==> src/rtl/datapath_seq.sv <==
// datapath_seq: microsequencer that steps the 16-bit datapath through
// read-operand / compute / write-back cycles for one instruction at a time.
// Optional build macro DATAPATH_SEQ_B2B_EN: accept the next instruction while
// in DONE (back-to-back issue). Without it, ready is only high in IDLE.
// Control outputs are registered from the next state and next latched
// instruction, so they are Moore with respect to the visible state and drop
// asynchronously on reset.
module datapath_seq #(
  parameter int unsigned DATA_W = 16,
  parameter int unsigned IMM_W  = 8
) (
  input  logic              clk,
  input  logic              reset_n,
  input  logic              start,
  input  logic [15:0]       instr,
  output logic              ready,
  output logic              done,
  output logic              err,
  output logic [DATA_W-1:0] datapath_in,
  output logic              vsel,
  output logic              write,
  output logic [2:0]        writenum,
  output logic [2:0]        readnum,
  output logic              loada,
  output logic              loadb,
  output logic              loadc,
  output logic              loads,
  output logic              asel,
  output logic              bsel,
  output logic [1:0]        shift,
  output logic [1:0]        ALUop
);

  localparam int unsigned EXT_W = DATA_W - IMM_W;

  localparam logic [2:0] S_IDLE    = 3'd0;
  localparam logic [2:0] S_DECODE  = 3'd1;
  localparam logic [2:0] S_WR_IMM  = 3'd2;
  localparam logic [2:0] S_GET_A   = 3'd3;
  localparam logic [2:0] S_GET_B   = 3'd4;
  localparam logic [2:0] S_COMPUTE = 3'd5;
  localparam logic [2:0] S_WB      = 3'd6;
  localparam logic [2:0] S_DONE    = 3'd7;

  localparam logic [1:0] C_MOVI = 2'd0;
  localparam logic [1:0] C_MOVR = 2'd1;
  localparam logic [1:0] C_ALU  = 2'd2;
  localparam logic [1:0] C_UND  = 2'd3;

`ifdef DATAPATH_SEQ_B2B_EN
  localparam logic B2B = 1'b1;
`else
  localparam logic B2B = 1'b0;
`endif

  // Instruction class from opc/op fields
  function automatic logic [1:0] f_class(input logic [15:0] i);
    logic [1:0] c;
    c = C_UND;
    if (i[15:13] == 3'b110 && i[12:11] == 2'b10)      c = C_MOVI;
    else if (i[15:13] == 3'b110 && i[12:11] == 2'b00) c = C_MOVR;
    else if (i[15:13] == 3'b101)                      c = C_ALU;
    return c;
  endfunction

  logic [2:0]        r_state;
  logic [15:0]       r_instr;
  logic [2:0]        w_nxt_state;
  logic [15:0]       w_nxt_instr;
  logic              w_accept;
  logic [1:0]        w_cls_r;
  logic [1:0]        w_cls_n;
  logic [1:0]        w_op_n;
  logic              w_n_ready, w_n_done, w_n_err, w_n_vsel, w_n_write;
  logic [2:0]        w_n_writenum, w_n_readnum;
  logic              w_n_loada, w_n_loadb, w_n_loadc, w_n_loads, w_n_asel;
  logic [1:0]        w_n_shift, w_n_aluop;
  logic [DATA_W-1:0] w_n_din;

  assign w_cls_r = f_class(r_instr);

  // Next state, instruction latch and next registered control outputs
  always_comb begin
    w_nxt_state  = r_state;
    w_nxt_instr  = r_instr;
    w_n_ready    = 1'b0;
    w_n_done     = 1'b0;
    w_n_err      = 1'b0;
    w_n_vsel     = 1'b0;
    w_n_write    = 1'b0;
    w_n_writenum = 3'd0;
    w_n_readnum  = 3'd0;
    w_n_loada    = 1'b0;
    w_n_loadb    = 1'b0;
    w_n_loadc    = 1'b0;
    w_n_loads    = 1'b0;
    w_n_asel     = 1'b0;
    w_n_shift    = 2'd0;
    w_n_aluop    = 2'd0;

    w_accept = start & ((r_state == S_IDLE) | (B2B & (r_state == S_DONE)));
    if (w_accept) w_nxt_instr = instr;

    case (r_state)
      S_IDLE:    if (w_accept) w_nxt_state = S_DECODE;
      S_DECODE: begin
        case (w_cls_r)
          C_MOVI:  w_nxt_state = S_WR_IMM;
          C_MOVR:  w_nxt_state = S_GET_B;
          C_ALU:   w_nxt_state = (r_instr[12:11] == 2'b11) ? S_GET_B : S_GET_A;
          default: w_nxt_state = S_DONE;
        endcase
      end
      S_WR_IMM:  w_nxt_state = S_DONE;
      S_GET_A:   w_nxt_state = S_GET_B;
      S_GET_B:   w_nxt_state = S_COMPUTE;
      S_COMPUTE: w_nxt_state = (w_cls_r == C_ALU && r_instr[12:11] == 2'b01) ? S_DONE : S_WB;
      S_WB:      w_nxt_state = S_DONE;
      default:   w_nxt_state = w_accept ? S_DECODE : S_IDLE;
    endcase

    w_cls_n = f_class(w_nxt_instr);
    w_op_n  = w_nxt_instr[12:11];
    w_n_din = {{EXT_W{w_nxt_instr[IMM_W-1]}}, w_nxt_instr[IMM_W-1:0]};

    case (w_nxt_state)
      S_IDLE:   w_n_ready = 1'b1;
      S_WR_IMM: begin
        w_n_vsel     = 1'b1;
        w_n_write    = 1'b1;
        w_n_writenum = w_nxt_instr[10:8];
      end
      S_GET_A: begin
        w_n_readnum = w_nxt_instr[10:8];
        w_n_loada   = 1'b1;
      end
      S_GET_B: begin
        w_n_readnum = w_nxt_instr[2:0];
        w_n_loadb   = 1'b1;
      end
      S_COMPUTE: begin
        w_n_shift = w_nxt_instr[4:3];
        w_n_loadc = 1'b1;
        w_n_asel  = (w_cls_n == C_MOVR) | ((w_cls_n == C_ALU) & (w_op_n == 2'b11));
        w_n_aluop = (w_cls_n == C_MOVR) ? 2'b00 : w_op_n;
        w_n_loads = (w_cls_n == C_ALU);
      end
      S_WB: begin
        w_n_write    = 1'b1;
        w_n_writenum = w_nxt_instr[7:5];
      end
      S_DONE: begin
        w_n_done  = 1'b1;
        w_n_err   = (w_cls_n == C_UND);
        w_n_ready = B2B;
      end
      default: ;
    endcase
  end

  // State, latched instruction and registered outputs
  always_ff @(posedge clk or negedge reset_n) begin
    if (!reset_n) begin
      r_state     <= S_IDLE;
      r_instr     <= 16'd0;
      ready       <= 1'b1;
      done        <= 1'b0;
      err         <= 1'b0;
      datapath_in <= '0;
      vsel        <= 1'b0;
      write       <= 1'b0;
      writenum    <= 3'd0;
      readnum     <= 3'd0;
      loada       <= 1'b0;
      loadb       <= 1'b0;
      loadc       <= 1'b0;
      loads       <= 1'b0;
      asel        <= 1'b0;
      bsel        <= 1'b0;
      shift       <= 2'd0;
      ALUop       <= 2'd0;
    end else begin
      r_state     <= w_nxt_state;
      r_instr     <= w_nxt_instr;
      ready       <= w_n_ready;
      done        <= w_n_done;
      err         <= w_n_err;
      datapath_in <= w_n_din;
      vsel        <= w_n_vsel;
      write       <= w_n_write;
      writenum    <= w_n_writenum;
      readnum     <= w_n_readnum;
      loada       <= w_n_loada;
      loadb       <= w_n_loadb;
      loadc       <= w_n_loadc;
      loads       <= w_n_loads;
      asel        <= w_n_asel;
      bsel        <= 1'b0;
      shift       <= w_n_shift;
      ALUop       <= w_n_aluop;
    end
  end

endmodule
==> config.mk <==
export PLATFORM = sky130hd
export DESIGN_NAME = datapath_seq
export DESIGN_NICKNAME = d
export VERILOG_FILES = /design/src/rtl/datapath_seq.sv
export SDC_FILE = /design/constraint.sdc
export NUM_CORES = 1
export LEC_CHECK = 0
export ABC_AREA = 0
export CAP_MARGIN = 20
export CORE_ASPECT_RATIO = 2
export CORE_MARGIN = 5
export CORE_UTILIZATION = 46
export DETAILED_ROUTE_END_ITERATION = 10
export MAX_ROUTING_LAYER = met4
export PLACE_DENSITY = 0.83
export RECOVER_POWER = 100
export SETUP_SLACK_MARGIN = 0.02
export SLEW_MARGIN = 40
export SYNTH_ARGS = -nofsm -noshare
export SYNTH_HDL_FRONTEND = slang
export SYNTH_SLANG_ARGS = --single-unit
export TNS_END_PERCENT = 50
==> constraint.sdc <==
create_clock -name clk -period 1.8 [get_ports clk]
set_input_delay 0.18 -clock clk [delete_from_list [all_inputs] [get_ports clk]]
set_output_delay 0.18 -clock clk [all_outputs]
set_load 0.005 [all_outputs]
==> impl_metrics.env <==
export IMPL_status="finished, final reports clean"
export IMPL_synthAdderAreaFrac=0
export IMPL_synth_simple_gate_area_frac=0.169
export IMPL_syn_to_final_growth_pct=37.5
export IMPL_synth_top_area_share=0.538
export IMPL_fmax_mhz=581
export IMPL_synth_common_cells="38 x dfrtp_1, 18 x buf_4, 13 x inv_1, 10 x mux2_2, 9 x nor2_1"
export IMPL_vias=1324
export IMPL_utilization=0.638
export IMPL_crit_type="register to register"
export IMPL_grt_setup_unrepaired="yes"
export IMPL_wl_per_cell_um=14.0
export IMPL_synth_most_common_cell="dfrtp_1"
export IMPL_synth_compound_gate_area_share=0.0644
export IMPL_numClockSinks=39
export IMPL_drtPass1Iterations=4
export IMPL_pin_count=56
export IMPL_p_per_area_nw_per_um2=1560
export IMPL_finalMaxSlewViolations=0
export IMPL_crit_required_ps=1970
export IMPL_cts_buffers=5
export IMPL_grt_max_degree=40
export IMPL_finalSetupViolations=0
export IMPL_dp_hpwl_um=2830
export IMPL_slowest_stage="dfrtp_1"
export IMPL_power_mw=3.78
export IMPL_synth_ff_type="dfrtp_1"
export IMPL_worstSetupEndpointType="register"
export IMPL_max_vdd_ir_drop_uv=772
export IMPL_worst_slew_pin_slew_ps=929
export IMPL_drt_iter0_markers=22
export IMPL_cp_endpoint="writenum[2]"
export IMPL_reg2regPathDepth=6
export IMPL_syn_inst=159
export IMPL_grt_use_total=0.161
export IMPL_portBuffers=54
export IMPL_coreArea_sq_um=3800
export IMPL_syn_nets=178
export IMPL_crit_family="simple AND/OR/NAND/NOR gates"
export IMPL_startpoint="r_instr[11]"
export IMPL_synth_top_family_by_area="simple AND/OR/NAND/NOR gates"
export IMPL_fin_crit_sh=0.956
export IMPL_synthArstFlopShare=1.00
export IMPL_synth_edf_count=0
export IMPL_fin_nets=234
export IMPL_worstReg2RegStart="r_instr[11]"
export IMPL_final_cell_count_no_fill=267
export IMPL_die_y_um=97.6
export IMPL_vias_per_cell=4.96
export IMPL_die_w_um=53.8
export IMPL_finClkSkew_ps=3.03
export IMPL_crit_arrival_ps=1890
export IMPL_routabilityCongestion=0.771
export IMPL_hold_viol=0
export IMPL_path_buf_inv=1
export IMPL_rows=32
export IMPL_routed_wirelength_um=3750
export IMPL_dp_cells=255
export IMPL_ant_nets=0
export IMPL_yosysTopAreaCell="dfrtp_1"
export IMPL_r2r_slack_ps=80
export IMPL_diodes=0
export IMPL_root_buffer="clkbuf_8"
export IMPL_synthTopCellsByArea="dfrtp_1 54%, buf_4 7.6%, mux2_2 6.4%"
export IMPL_cts_tree="built"
export IMPL_post_route_drc_count=0
export IMPL_antenna_found_initial=0
export IMPL_holdCritPathClass="input pin to register"
export IMPL_synth_xor_area_share=0
export IMPL_yosys_warnings=0
export IMPL_clk_pin_slew_ps=70
export IMPL_slew_headroom=0.380
export IMPL_syn_area_sq_um=1770
export IMPL_h_tree_depth=2
export IMPL_initial_utilization=0.464
export IMPL_path_depth=6
export IMPL_clkLatencyLatePin_ps=290
export IMPL_grt_ovfl_total=0
export IMPL_grt_pass1_vias=1348
export IMPL_maxCapViolCount=0
export IMPL_cts_buffer_depth=2
export IMPL_r2r_end="writenum[2]"
export IMPL_crit_chain="nor3b_2 -> nand2b_1 -> a31oi_1 -> inv_1 -> nand3_1 -> nor3_1"
export IMPL_syn_avg_cell_area_sq_um=11.1
export IMPL_path_max_fanout=6
export IMPL_synthDistinctLibCells=35
export IMPL_synthMuxAreaShare=0.0977
export IMPL_ys_seq_area_frac=0.553
export IMPL_cp_start_kind="register"
export IMPL_period_needed_ps=1720
export IMPL_critical_path_max_stage_delay_ps=460
export IMPL_die_area_sq_um=5250
export IMPL_ys_ff_latch=39
export IMPL_p_leak_nw=1.17
export IMPL_grt_pass1_wl_um=6030
export IMPL_drive_above_1_share=0.171
logic make-up after synthesis:
| family | count (synthesis) |
|---|---|
| and+or+nand+nor | 51 |
| DFF | 39 |
| buffers and inverters | 33 |
| AOI/OAI and AO/OA | 19 |
| muxes | 16 |
| other | 1 |
how the worst min path moves through the flow:
stage                     slack (ps)  cells past startpoint          end      start
after floorplan                 -120                      0     ALUop[0]    reset_n
after global placement           250                      2        loads    reset_n
after detailed placement         260                      2  r_instr[11]    reset_n
after CTS                        480                      3  r_instr[11]    reset_n
after global routing             520                      2   r_instr[3]   instr[3]
final                            500                      3  r_instr[15]  instr[15]
worst reg2reg max path: stages, from the launching register on:
cell	delay [ps]
dfrtp_1	460
nor3b_2	270
nand2b_1	100
a31oi_1	310
inv_1	150
nand3_1	220
nor3_1	100
cell usage in the layout, fill, tap and decap left out, types with 2 or more instances in the layout:
cell,n
a21o_1,3
a21oi_1,5
a31oi_1,2
and2_1,2
buf_4,12
clkbuf_1,2
clkbuf_8,5
clkdlybuf4s50_1,26
dfrtp_1,36
dfrtp_2,2
dlygate4sd3_1,28
inv_1,13
mux2_1,2
mux2_2,8
mux2i_1,5
nand2_1,6
nand2b_1,3
nand3_1,4
nor2_1,9
nor2b_1,5
nor3_1,7
nor3b_1,2
o21ai_0,3
o22ai_1,4
state kept, by name, summed over array words and instances (netlist names):
signal / cells
loada: 1
err: 1
r_instr: 16
loads: 1
shift: 2
loadb: 1
readnum: 3
vsel: 1
r_state: 3
ALUop: 2
loadc: 1
done: 1
ready: 1
asel: 1
write: 1
writenum: 3
layout make-up:
class                           count  area [sq um]
Inverter                           13          48.8
Clock inverter                      1          5.00
Timing Repair Buffer               69           652
Clock buffer                        7          76.3
Tap cell                           51          63.8
Multi-Input combinational cell     87           603
Fill cell                         300          1380
Sequential cell                    39           980
power breakdown:
group	switching [mW]	internal (mW)	total [mW]
combinational	0.777	0.971	1.75
sequential	0.251	1.23	1.48
clock	0.280	0.271	0.552
total	1.31	2.47	3.78
metrics by stage:
stage,area [sq um],TNS [ps],hold WS [ps],setup slack (ps)
after floorplan,1770,0,-116,165
after global placement,2300,0,249,25.9
after CTS,2390,0,478,39.5
after global routing,2430,-91.2,521,-36.6
final,2430,0,502,80.0
after detailed placement,2300,-48.5,257,-35.5
per-layer routing:
| layer | part of all wire | GRT usage | up-vias |
|---|---|---|---|
| li1 | - | - | 631 |
| met1 | 0.32 | 0.156 | 638 |
| met2 | 0.59 | 0.281 | 42 |
| met3 | 0.044 | 0.0246 | 13 |
| met4 | 0.041 | 0.0945 | 0 |
| met5 | 0 | - | - |
repair_timing:
item / CTS / global route
gates resized for setup: 1 / 5
setup buffers: 0 / 3
pin swaps: 0 / 1
hold buffers: 1 / 0
hold endpoints to repair: 38 / 0
endpoints found under the setup margin: 1 / 10
Power figures use the tool's default switching activity.
